<file path="src/rtl/step_controller_pkg.sv">
// Shared types and constants for the step/run controller.
// Holds the controller state encoding and the default debounce counter width.
package step_controller_pkg;

    typedef enum logic [2:0] {
        ST_RESET_HOLD,
        ST_RUN,
        ST_HALT,
        ST_STEP_CYCLE,
        ST_STEP_INSTR
    } state_t;

    // Wide enough for the default of 16 debounce samples (terminal count 15).
    localparam int unsigned DEB_CNT_W = 4;

endpackage

</file>
<file path="src/rtl/step_debouncer.sv">
// Button debouncer: accepts a new level after DEBOUNCE_CYCLES identical samples
// that differ from the current level; o_rise pulses for one clock on an accepted 0->1.
module step_debouncer
    import step_controller_pkg::*;
#(
    parameter int unsigned DEBOUNCE_CYCLES = 16,
    parameter int unsigned CNT_W           = DEB_CNT_W
) (
    input  logic i_clk,
    input  logic i_reset,
    input  logic i_raw,
    output logic o_level,
    output logic o_rise
);

    localparam logic [CNT_W-1:0] CNT_LAST = CNT_W'(DEBOUNCE_CYCLES - 1);

    logic [CNT_W-1:0] r_cnt;
    logic             r_level;
    logic             r_rise;

    always_ff @(posedge i_clk) begin
        if (i_reset) begin
            r_cnt   <= '0;
            r_level <= 1'b0;
            r_rise  <= 1'b0;
        end else begin
            r_rise <= 1'b0;
            if (i_raw == r_level) begin
                r_cnt <= '0;
            end else if (r_cnt == CNT_LAST) begin
                r_level <= i_raw;
                r_rise  <= i_raw;
                r_cnt   <= '0;
            end else begin
                r_cnt <= r_cnt + 1'b1;
            end
        end
    end

    assign o_level = r_level;
    assign o_rise  = r_rise;

endmodule

</file>
<file path="src/rtl/step_controller.sv">
// CPU run/halt/single-step controller with debounced step and reset buttons.
// Breakpoint comparator and resume bypass are built only with STEP_CONTROLLER_BREAKPOINT_EN.
module step_controller
    import step_controller_pkg::*;
#(
    parameter int unsigned DEBOUNCE_CYCLES = 16,
    parameter int unsigned RESET_CYCLES    = 4
) (
    input  logic        i_oszClk,
    input  logic        i_reset,
    input  logic        i_btnStep,
    input  logic        i_btnReset,
    input  logic        i_swStepNRun,
    input  logic        i_swInstrNCycle,
    input  logic        i_swEnableBreakpoint,
    input  logic [15:0] i_breakpointAddress,
    input  logic [15:0] i_pc,
    input  logic        i_instrFetch,
    output logic        o_cpuClkEn,
    output logic        o_cpuReset,
    output logic        o_halted,
    output logic        o_breakHit
);

    localparam int unsigned DEB_W = (DEBOUNCE_CYCLES > 1) ? $clog2(DEBOUNCE_CYCLES) : 1;
    localparam int unsigned RST_W = (RESET_CYCLES > 1) ? $clog2(RESET_CYCLES) : 1;
    localparam logic [RST_W-1:0] RST_LAST = RST_W'(RESET_CYCLES - 1);

    state_t           r_state;
    state_t           w_next;
    logic [RST_W-1:0] r_rstCnt;
    logic             r_stepFirst;
    logic             w_stepReq;
    logic             w_rstReq;
    logic             w_stepLevel;
    logic             w_rstLevel;
    logic             w_clkEn;
    logic             w_cpuReset;
    logic             w_bpHit;
    logic             w_bpMatch;

    step_debouncer #(
        .DEBOUNCE_CYCLES(DEBOUNCE_CYCLES),
        .CNT_W          (DEB_W)
    ) u_deb_step (
        .i_clk  (i_oszClk),
        .i_reset(i_reset),
        .i_raw  (i_btnStep),
        .o_level(w_stepLevel),
        .o_rise (w_stepReq)
    );

    step_debouncer #(
        .DEBOUNCE_CYCLES(DEBOUNCE_CYCLES),
        .CNT_W          (DEB_W)
    ) u_deb_reset (
        .i_clk  (i_oszClk),
        .i_reset(i_reset),
        .i_raw  (i_btnReset),
        .o_level(w_rstLevel),
        .o_rise (w_rstReq)
    );

`ifdef STEP_CONTROLLER_BREAKPOINT_EN
    logic r_bypass;
    logic r_breakHit;

    assign w_bpMatch = i_swEnableBreakpoint && !r_bypass && i_instrFetch
                       && (i_pc == i_breakpointAddress);

    // Bypass lets the halted-on instruction be fetched once after resuming.
    always_ff @(posedge i_oszClk) begin
        if (i_reset) begin
            r_bypass   <= 1'b0;
            r_breakHit <= 1'b0;
        end else begin
            if (r_state == ST_HALT && w_next == ST_RUN) begin
                r_bypass   <= 1'b1;
                r_breakHit <= 1'b0;
            end else begin
                if (w_clkEn && i_instrFetch)
                    r_bypass <= 1'b0;
                if (w_bpHit)
                    r_breakHit <= 1'b1;
            end
        end
    end

    assign o_breakHit = r_breakHit && !i_reset;

    logic w_unused;
    assign w_unused = ^{w_stepLevel, w_rstLevel};
`else
    assign w_bpMatch  = 1'b0;
    assign o_breakHit = 1'b0;

    logic w_unused;
    assign w_unused = ^{w_stepLevel, w_rstLevel, i_swEnableBreakpoint,
                        i_breakpointAddress, i_pc};
`endif

    always_ff @(posedge i_oszClk) begin
        if (i_reset) begin
            r_state     <= ST_RESET_HOLD;
            r_rstCnt    <= '0;
            r_stepFirst <= 1'b0;
        end else begin
            r_state     <= w_next;
            r_stepFirst <= (w_next == ST_STEP_INSTR) && (r_state != ST_STEP_INSTR);
            if (r_state != ST_RESET_HOLD || w_rstReq)
                r_rstCnt <= '0;
            else
                r_rstCnt <= r_rstCnt + 1'b1;
        end
    end

    always_comb begin
        w_next     = r_state;
        w_clkEn    = 1'b0;
        w_cpuReset = 1'b0;
        w_bpHit    = 1'b0;
        case (r_state)
            ST_RESET_HOLD: begin
                w_cpuReset = 1'b1;
                if (r_rstCnt == RST_LAST)
                    w_next = i_swStepNRun ? ST_HALT : ST_RUN;
            end
            ST_RUN: begin
                if (i_swStepNRun) begin
                    w_next = ST_HALT;
                end else if (w_bpMatch) begin
                    w_bpHit = 1'b1;
                    w_next  = ST_HALT;
                end else begin
                    w_clkEn = 1'b1;
                end
            end
            ST_HALT: begin
                if (w_stepReq) begin
                    if (!i_swStepNRun)
                        w_next = ST_RUN;
                    else if (i_swInstrNCycle)
                        w_next = ST_STEP_INSTR;
                    else
                        w_next = ST_STEP_CYCLE;
                end
            end
            ST_STEP_CYCLE: begin
                w_clkEn = 1'b1;
                w_next  = ST_HALT;
            end
            ST_STEP_INSTR: begin
                // First clock always executes; afterwards stop in front of the next fetch.
                if (r_stepFirst || !i_instrFetch)
                    w_clkEn = 1'b1;
                else
                    w_next = ST_HALT;
            end
            default: w_next = ST_RESET_HOLD;
        endcase
        if (w_rstReq)
            w_next = ST_RESET_HOLD;
    end

    assign o_cpuClkEn = w_clkEn && !i_reset;
    assign o_cpuReset = w_cpuReset || i_reset;
    assign o_halted   = (r_state == ST_HALT) || (r_state == ST_RESET_HOLD) || i_reset;

endmodule

</file>
<file path="config.mk">
export PLATFORM = sky130hd
export DESIGN_NAME = step_controller
export DESIGN_NICKNAME = d
export VERILOG_FILES = /design/src/rtl/step_controller_pkg.sv /design/src/rtl/step_debouncer.sv /design/src/rtl/step_controller.sv
export SDC_FILE = /design/constraint.sdc
export NUM_CORES = 1
export LEC_CHECK = 0
export BUFFER_PORTS_ARGS = -buffer_cell sky130_fd_sc_hd__buf_2
export CORE_AREA = 2 2 56 58
export CTS_CLUSTER_DIAMETER = 150
export DETAILED_ROUTE_END_ITERATION = 16
export DIE_AREA = 0 0 58 60
export SLEW_MARGIN = 5
export SYNTH_ARGS = -nofsm -noshare
export SYNTH_HDL_FRONTEND = slang
export SYNTH_HIERARCHICAL = 1
export SYNTH_SLANG_ARGS = --single-unit
</file>
<file path="constraint.sdc">
create_clock -name i_oszClk -period 3 [get_ports i_oszClk]
set_input_delay 0.45 -clock i_oszClk [delete_from_list [all_inputs] [get_ports i_oszClk]]
set_output_delay 0.45 -clock i_oszClk [all_outputs]
set_load 0.03 [all_outputs]
</file>
After elaboration in Yosys (flattened, before gate mapping) --
Index checks and enable logic that the tools add are counted.
Word-level totals: bits of input ports 40, output and inout bits 4, bits in registers 18, bits in latches 0, memories 0, memory bits (writable) 0, word-level logic and storage cells 58, bits in read-only memories 0
Cells by class: bitwise gates (word level) 4, $mul 0, multiplexer cells 13, shifts and indexed selects 0, add/subtract/negate cells 3, $lt $le $gt $ge 0, reductions and logical operators 18, div/mod/pow operators 0, equal/unequal tests 11
Operator list (number):
- 3-bit 2-to-1 mux | 7
- 3-bit case mux with 5 select lines | 1
- 3-bit OR reduction | 4
- 4-bit by 1-bit adder with 4-bit output, second input constant | 2
- 4-bit equality test, second input constant | 2
- 3-bit by 2-bit equality test with 1-bit output, second input constant | 2
- 3-bit equality test, second input constant | 2
- 1-bit logical OR | 5
- 1-bit inverter | 4
- 2-bit AND reduction | 2
- 3-bit by 1-bit equality test with 1-bit output, second input constant | 1
- 3-bit zero test | 1
- 1-bit 2-to-1 mux | 3
- 3-bit inequality test, second input constant | 1
- 1-bit case mux with 3 select lines | 1
- 3-bit nonzero test | 1
- 2-bit by 1-bit adder with 2-bit output, second input constant | 1
- 1-bit equality test | 2
- 2-bit equality test, second input constant | 1
- 1-bit logical AND | 2
- 1-bit zero test | 2
- 2-bit 2-to-1 mux | 1
- 2-bit OR reduction | 1

Logic depth before layout (Yosys ltp) --
depth after elaboration 7, depth in mapped cells 4, gate-level depth less buffers 4

By module --
Netlist, hierarchy kept.
Modules (own cells, without submodules):
- step_debouncer | times used 2, area an instance 229.0 µm², seq. area each 120.1 µm², cells each 21
- step_controller | times used 1, area an instance 356.6 µm², seq. area each 120.1 µm², cells each 42

Worst setup path before layout --
Ideal clock, no wire load.
path kind input to output, start in i_instrFetch, end out o_cpuClkEn, path buffers 0, cell stages on the path 3, arrival time 1127 ps, setup slack 1423 ps, data required time 2550 ps, cells stage by stage nand2b_1 > nand3_1 > a21oi_1
On the way: cells in the longest elaborated chain, start to end 5
RTL lines:
- from (decl) | RTL line step_controller.sv:18 | input logic i_instrFetch,
- 1-bit zero test | RTL line step_controller.sv:154 | if (r_stepFirst || !i_instrFetch)
- 1-bit logical OR | RTL line step_controller.sv:154
- 1-bit 2-to-1 mux | RTL line step_controller.sv:154
- 1-bit case mux with 3 select lines | RTL line step_controller.sv:122 | case (r_state)
- 1-bit logical AND | RTL line step_controller.sv:165 | assign o_cpuClkEn = w_clkEn && !i_reset;
- to (decl) | RTL line step_controller.sv:19 | output logic o_cpuClkEn,
Every way passes these cells.

Worst setup path after layout --
start reg r_state[2], end out o_cpuReset
On the way: cells in the longest elaborated chain, start to end 3
RTL lines:
- from (decl) | RTL line step_controller.sv:29 | state_t r_state;
- from (signal assigned) | RTL line step_controller.sv:108 | r_state <= w_next;
- 3-bit zero test | RTL line step_controller.sv:122
- 1-bit 2-to-1 mux | RTL line step_controller.sv:122
- 1-bit logical OR | RTL line step_controller.sv:166 | assign o_cpuReset = w_cpuReset || i_reset;
- to (decl) | RTL line step_controller.sv:20 | output logic o_cpuReset,
Every way passes these cells.

==> run_results.csv <==
group,metric,value,unit
clocking,cts_resized,0,
placed_design,dpl_cell_area,872,um2
global_route,grt_pass1_wl,2370,um
sta,max_freq,529,MHz
drt,ant_nets,0,
layout,finalNetCount,137,
drt,drt_iter0_drc,11,
clocking,cts_sinks,18,
synth,synth_edf_count,0,
status,status,"complete, no violations",
clocking,cts_buffers,3,
floorplanning,fp-row-count,20,
layout,fillers,310,
critical_path,path_class,"reg2out",
synth,synth_cell_types,34,
floorplanning,die_y,60,um
critical_path,endpoint_kind,"output port",
clocking,cts_tree,"done",
sta,finalSetupTns,0,ns
layout,final_common_cell,"dfxtp_1",
synth,ys_ff_latch,18,
synth,synth_nets,127,
power_and_ir_drop,power.density,476,mW/mm2
global_route,grt_use_total,8.84,%
floorplanning,die_area,0.00348,mm2
placed_design,gp_congestion,0.738,
placed_design,dpl.cell_count,122,
drt,wl,1320,um
sta,finalHoldViolations,0,
sta,slew_viol_final,0,
min_path,worst_hold_path_type,"reg2reg",
sta,whs,0.428,ns
synth,synth_area_per_cell,9.70,um2
sta,finalClockSkew,0.00104,ns
synth,synth.area.top_cells,"dfxtp_1 44%, xor2_1 6.5%, nor2_1 5.5%, ha_1 4.6%, nor4b_1 3.2%",
synth,async_flop_share,0,%
critical_path,reg2reg_setup_slack,1.77,ns
placed_design,port_buffers,9,
critical_path,critical_path.slowest_cell,"dfxtp_1",
power_and_ir_drop,p_leak,0.396,nW
synth,synth_area_leader_cell,"dfxtp_1",
global_route,antenna_found_initial,0,
global_route,grt_max_degree,15,
synth,ys_warn_count,6,
job,maxCapViolations,0,
critical_path,r2r_cells,3,
min_path,holdPathStages,1,
critical_path,arrival,1.44,ns
global_route,grt_pass1_vias,569,
clocking,cts_root_buf,"clkbuf_4",
placed_design,dp_hpwl,1010,um
floorplanning,fp.dieW,58,um
clocking,clk_latency,0.28,ns
clocking,post_cts_buffers,0,
power_and_ir_drop,peakVddDrop,0.268,mV
synth,synth_cells,84,
drt,viasPerCell,4.71,
floorplanning,start_util,28.1,%
layout,fin_cells,126,
floorplanning,num_io_pins,44,
critical_path,crit_fanout,11,
layout,layout-drive-gt1-share,21.5,%
layout,area_growth,11.5,%
synth,syn-cell-area,815,um2
global_route,gr-total-overflow,0,
synth,ys.flop_type,"dfxtp_1",
critical_path,critPathMaxStageDelay,0.54,ns
sta,period_needed,1.89,ns
layout,final_area,908,um2
synth,yosysTopAreaCellShare,44.2,%
sta,setup_viol,0,
drt,first_pass_iters,4,
clocking,cts-htree-levels,1,
drt,vias,594,
layout,final_cell_mix,"18 x dfxtp_1, 12 x nor2_1, 9 x buf_2",
critical_path,path_cells,"nor3_1 -> or2_2 -> buf_2",
drt,drc,0,
critical_path,crit_required,2.55,ns
sta,finalCritPeriodShare,63.0,%
synth,seq_area_frac_synth,44.2,%
layout,n_antenna_cell,0,
sta,rsz0062_at_grt,"false",
floorplanning,core_area,0.00290,mm2
drt,post_drt_wl_per_cell,10.5,um
critical_path,critPathLaunchType,"register",
clocking,clk_pin_slew,0.10,ns
clocking,cts_hold_buf,0,
clocking,cts_buffer_depth,2,
worst paths after layout:
check              startpoint          end
setup / recovery   r_state[2]   o_cpuReset
hold / removal    r_rstCnt[0]  r_rstCnt[0]
setup reg to reg   r_state[1]   r_state[0]
hold reg to reg   r_rstCnt[0]  r_rstCnt[0]
routing by layer:
layer	GRT usage, %	part of all wire (%)	up-vias
li1	-	-	310
met1	10.8	47	278
met2	15.4	51	6
met3	1.30	2.1	0
met4	3.99	0	0
met5	0	0	-
synth_stat cells, types with 2 or more instances:
| library cell | instances |
|---|---|
| inv_1 | 3 |
| ha_1 | 3 |
| buf_2 | 2 |
| nand2b_1 | 2 |
| and3b_2 | 2 |
| nor2_1 | 12 |
| nor4b_1 | 3 |
| nand2_1 | 2 |
| nand3_1 | 3 |
| nand3b_1 | 3 |
| nor3_1 | 2 |
| nand3_2 | 2 |
| dfxtp_1 | 18 |
| xor2_1 | 6 |
| mux2i_1 | 2 |
critical path, delay by kind of cell (launching register included):
family        cells  cell delay (ns)
flops             1             0.54
simple gates      2             0.43
buf+inv           1             0.18
layout make-up:
type	count	area [um2]	share of cell area [%]
inverters	3	11.3	1.24
clock buffers	4	36.3	3.99
repair buffers	9	45.0	4.96
flip-flops and latches	18	360	39.7
multi-input cells	59	414	45.6
well taps	33	41.3	4.55
per-stage QoR:
| step | power, mW | util (%) | worst slack [ns] |
|---|---|---|---|
| 2_1_floorplan | 0.281 | - | 1.42 |
| 3_3_place_gp | 0.290 | 30.0 | 1.44 |
| 3_5_place_dp | 0.292 | 30.0 | 1.43 |
| 4_1_cts | 0.438 | 31.3 | 1.12 |
| 5_1_grt | 0.456 | 31.3 | 0.995 |
| 6_report | 0.433 | 31.3 | 1.11 |
sequential cells by signal, summed over array words and instances, names as in the netlist:
signal               cells
u_deb_step/o_level       1
r_rstCnt                 2
u_deb_reset/r_cnt        4
r_stepFirst              1
u_deb_reset/o_level      1
u_deb_step/o_rise        1
u_deb_reset/o_rise       1
u_deb_step/r_cnt         4
r_state                  3
power by group:
group | leakage [nW] | internal [mW] | switching, mW
registers | 0.146 | 0.247 | 0.00634
logic | 0.229 | 0.0143 | 0.0192
clock network | 0.0210 | 0.0738 | 0.0726
logic make-up after synthesis:
| family | count (synthesis) | share of synthesized area, % |
|---|---|---|
| buffers and inverters | 7 | 4.92 |
| other | 1 | 0.460 |
| adders and majority gates | 3 | 4.61 |
| xor gates and xnor gates | 6 | 6.45 |
| and+or+nand+nor | 37 | 26.7 |
| DFF | 18 | 44.2 |
| AOI/OAI and AO/OA | 10 | 10.1 |
| muxes | 2 | 2.46 |
Note: power is estimated with default switching activity, not from simulation.
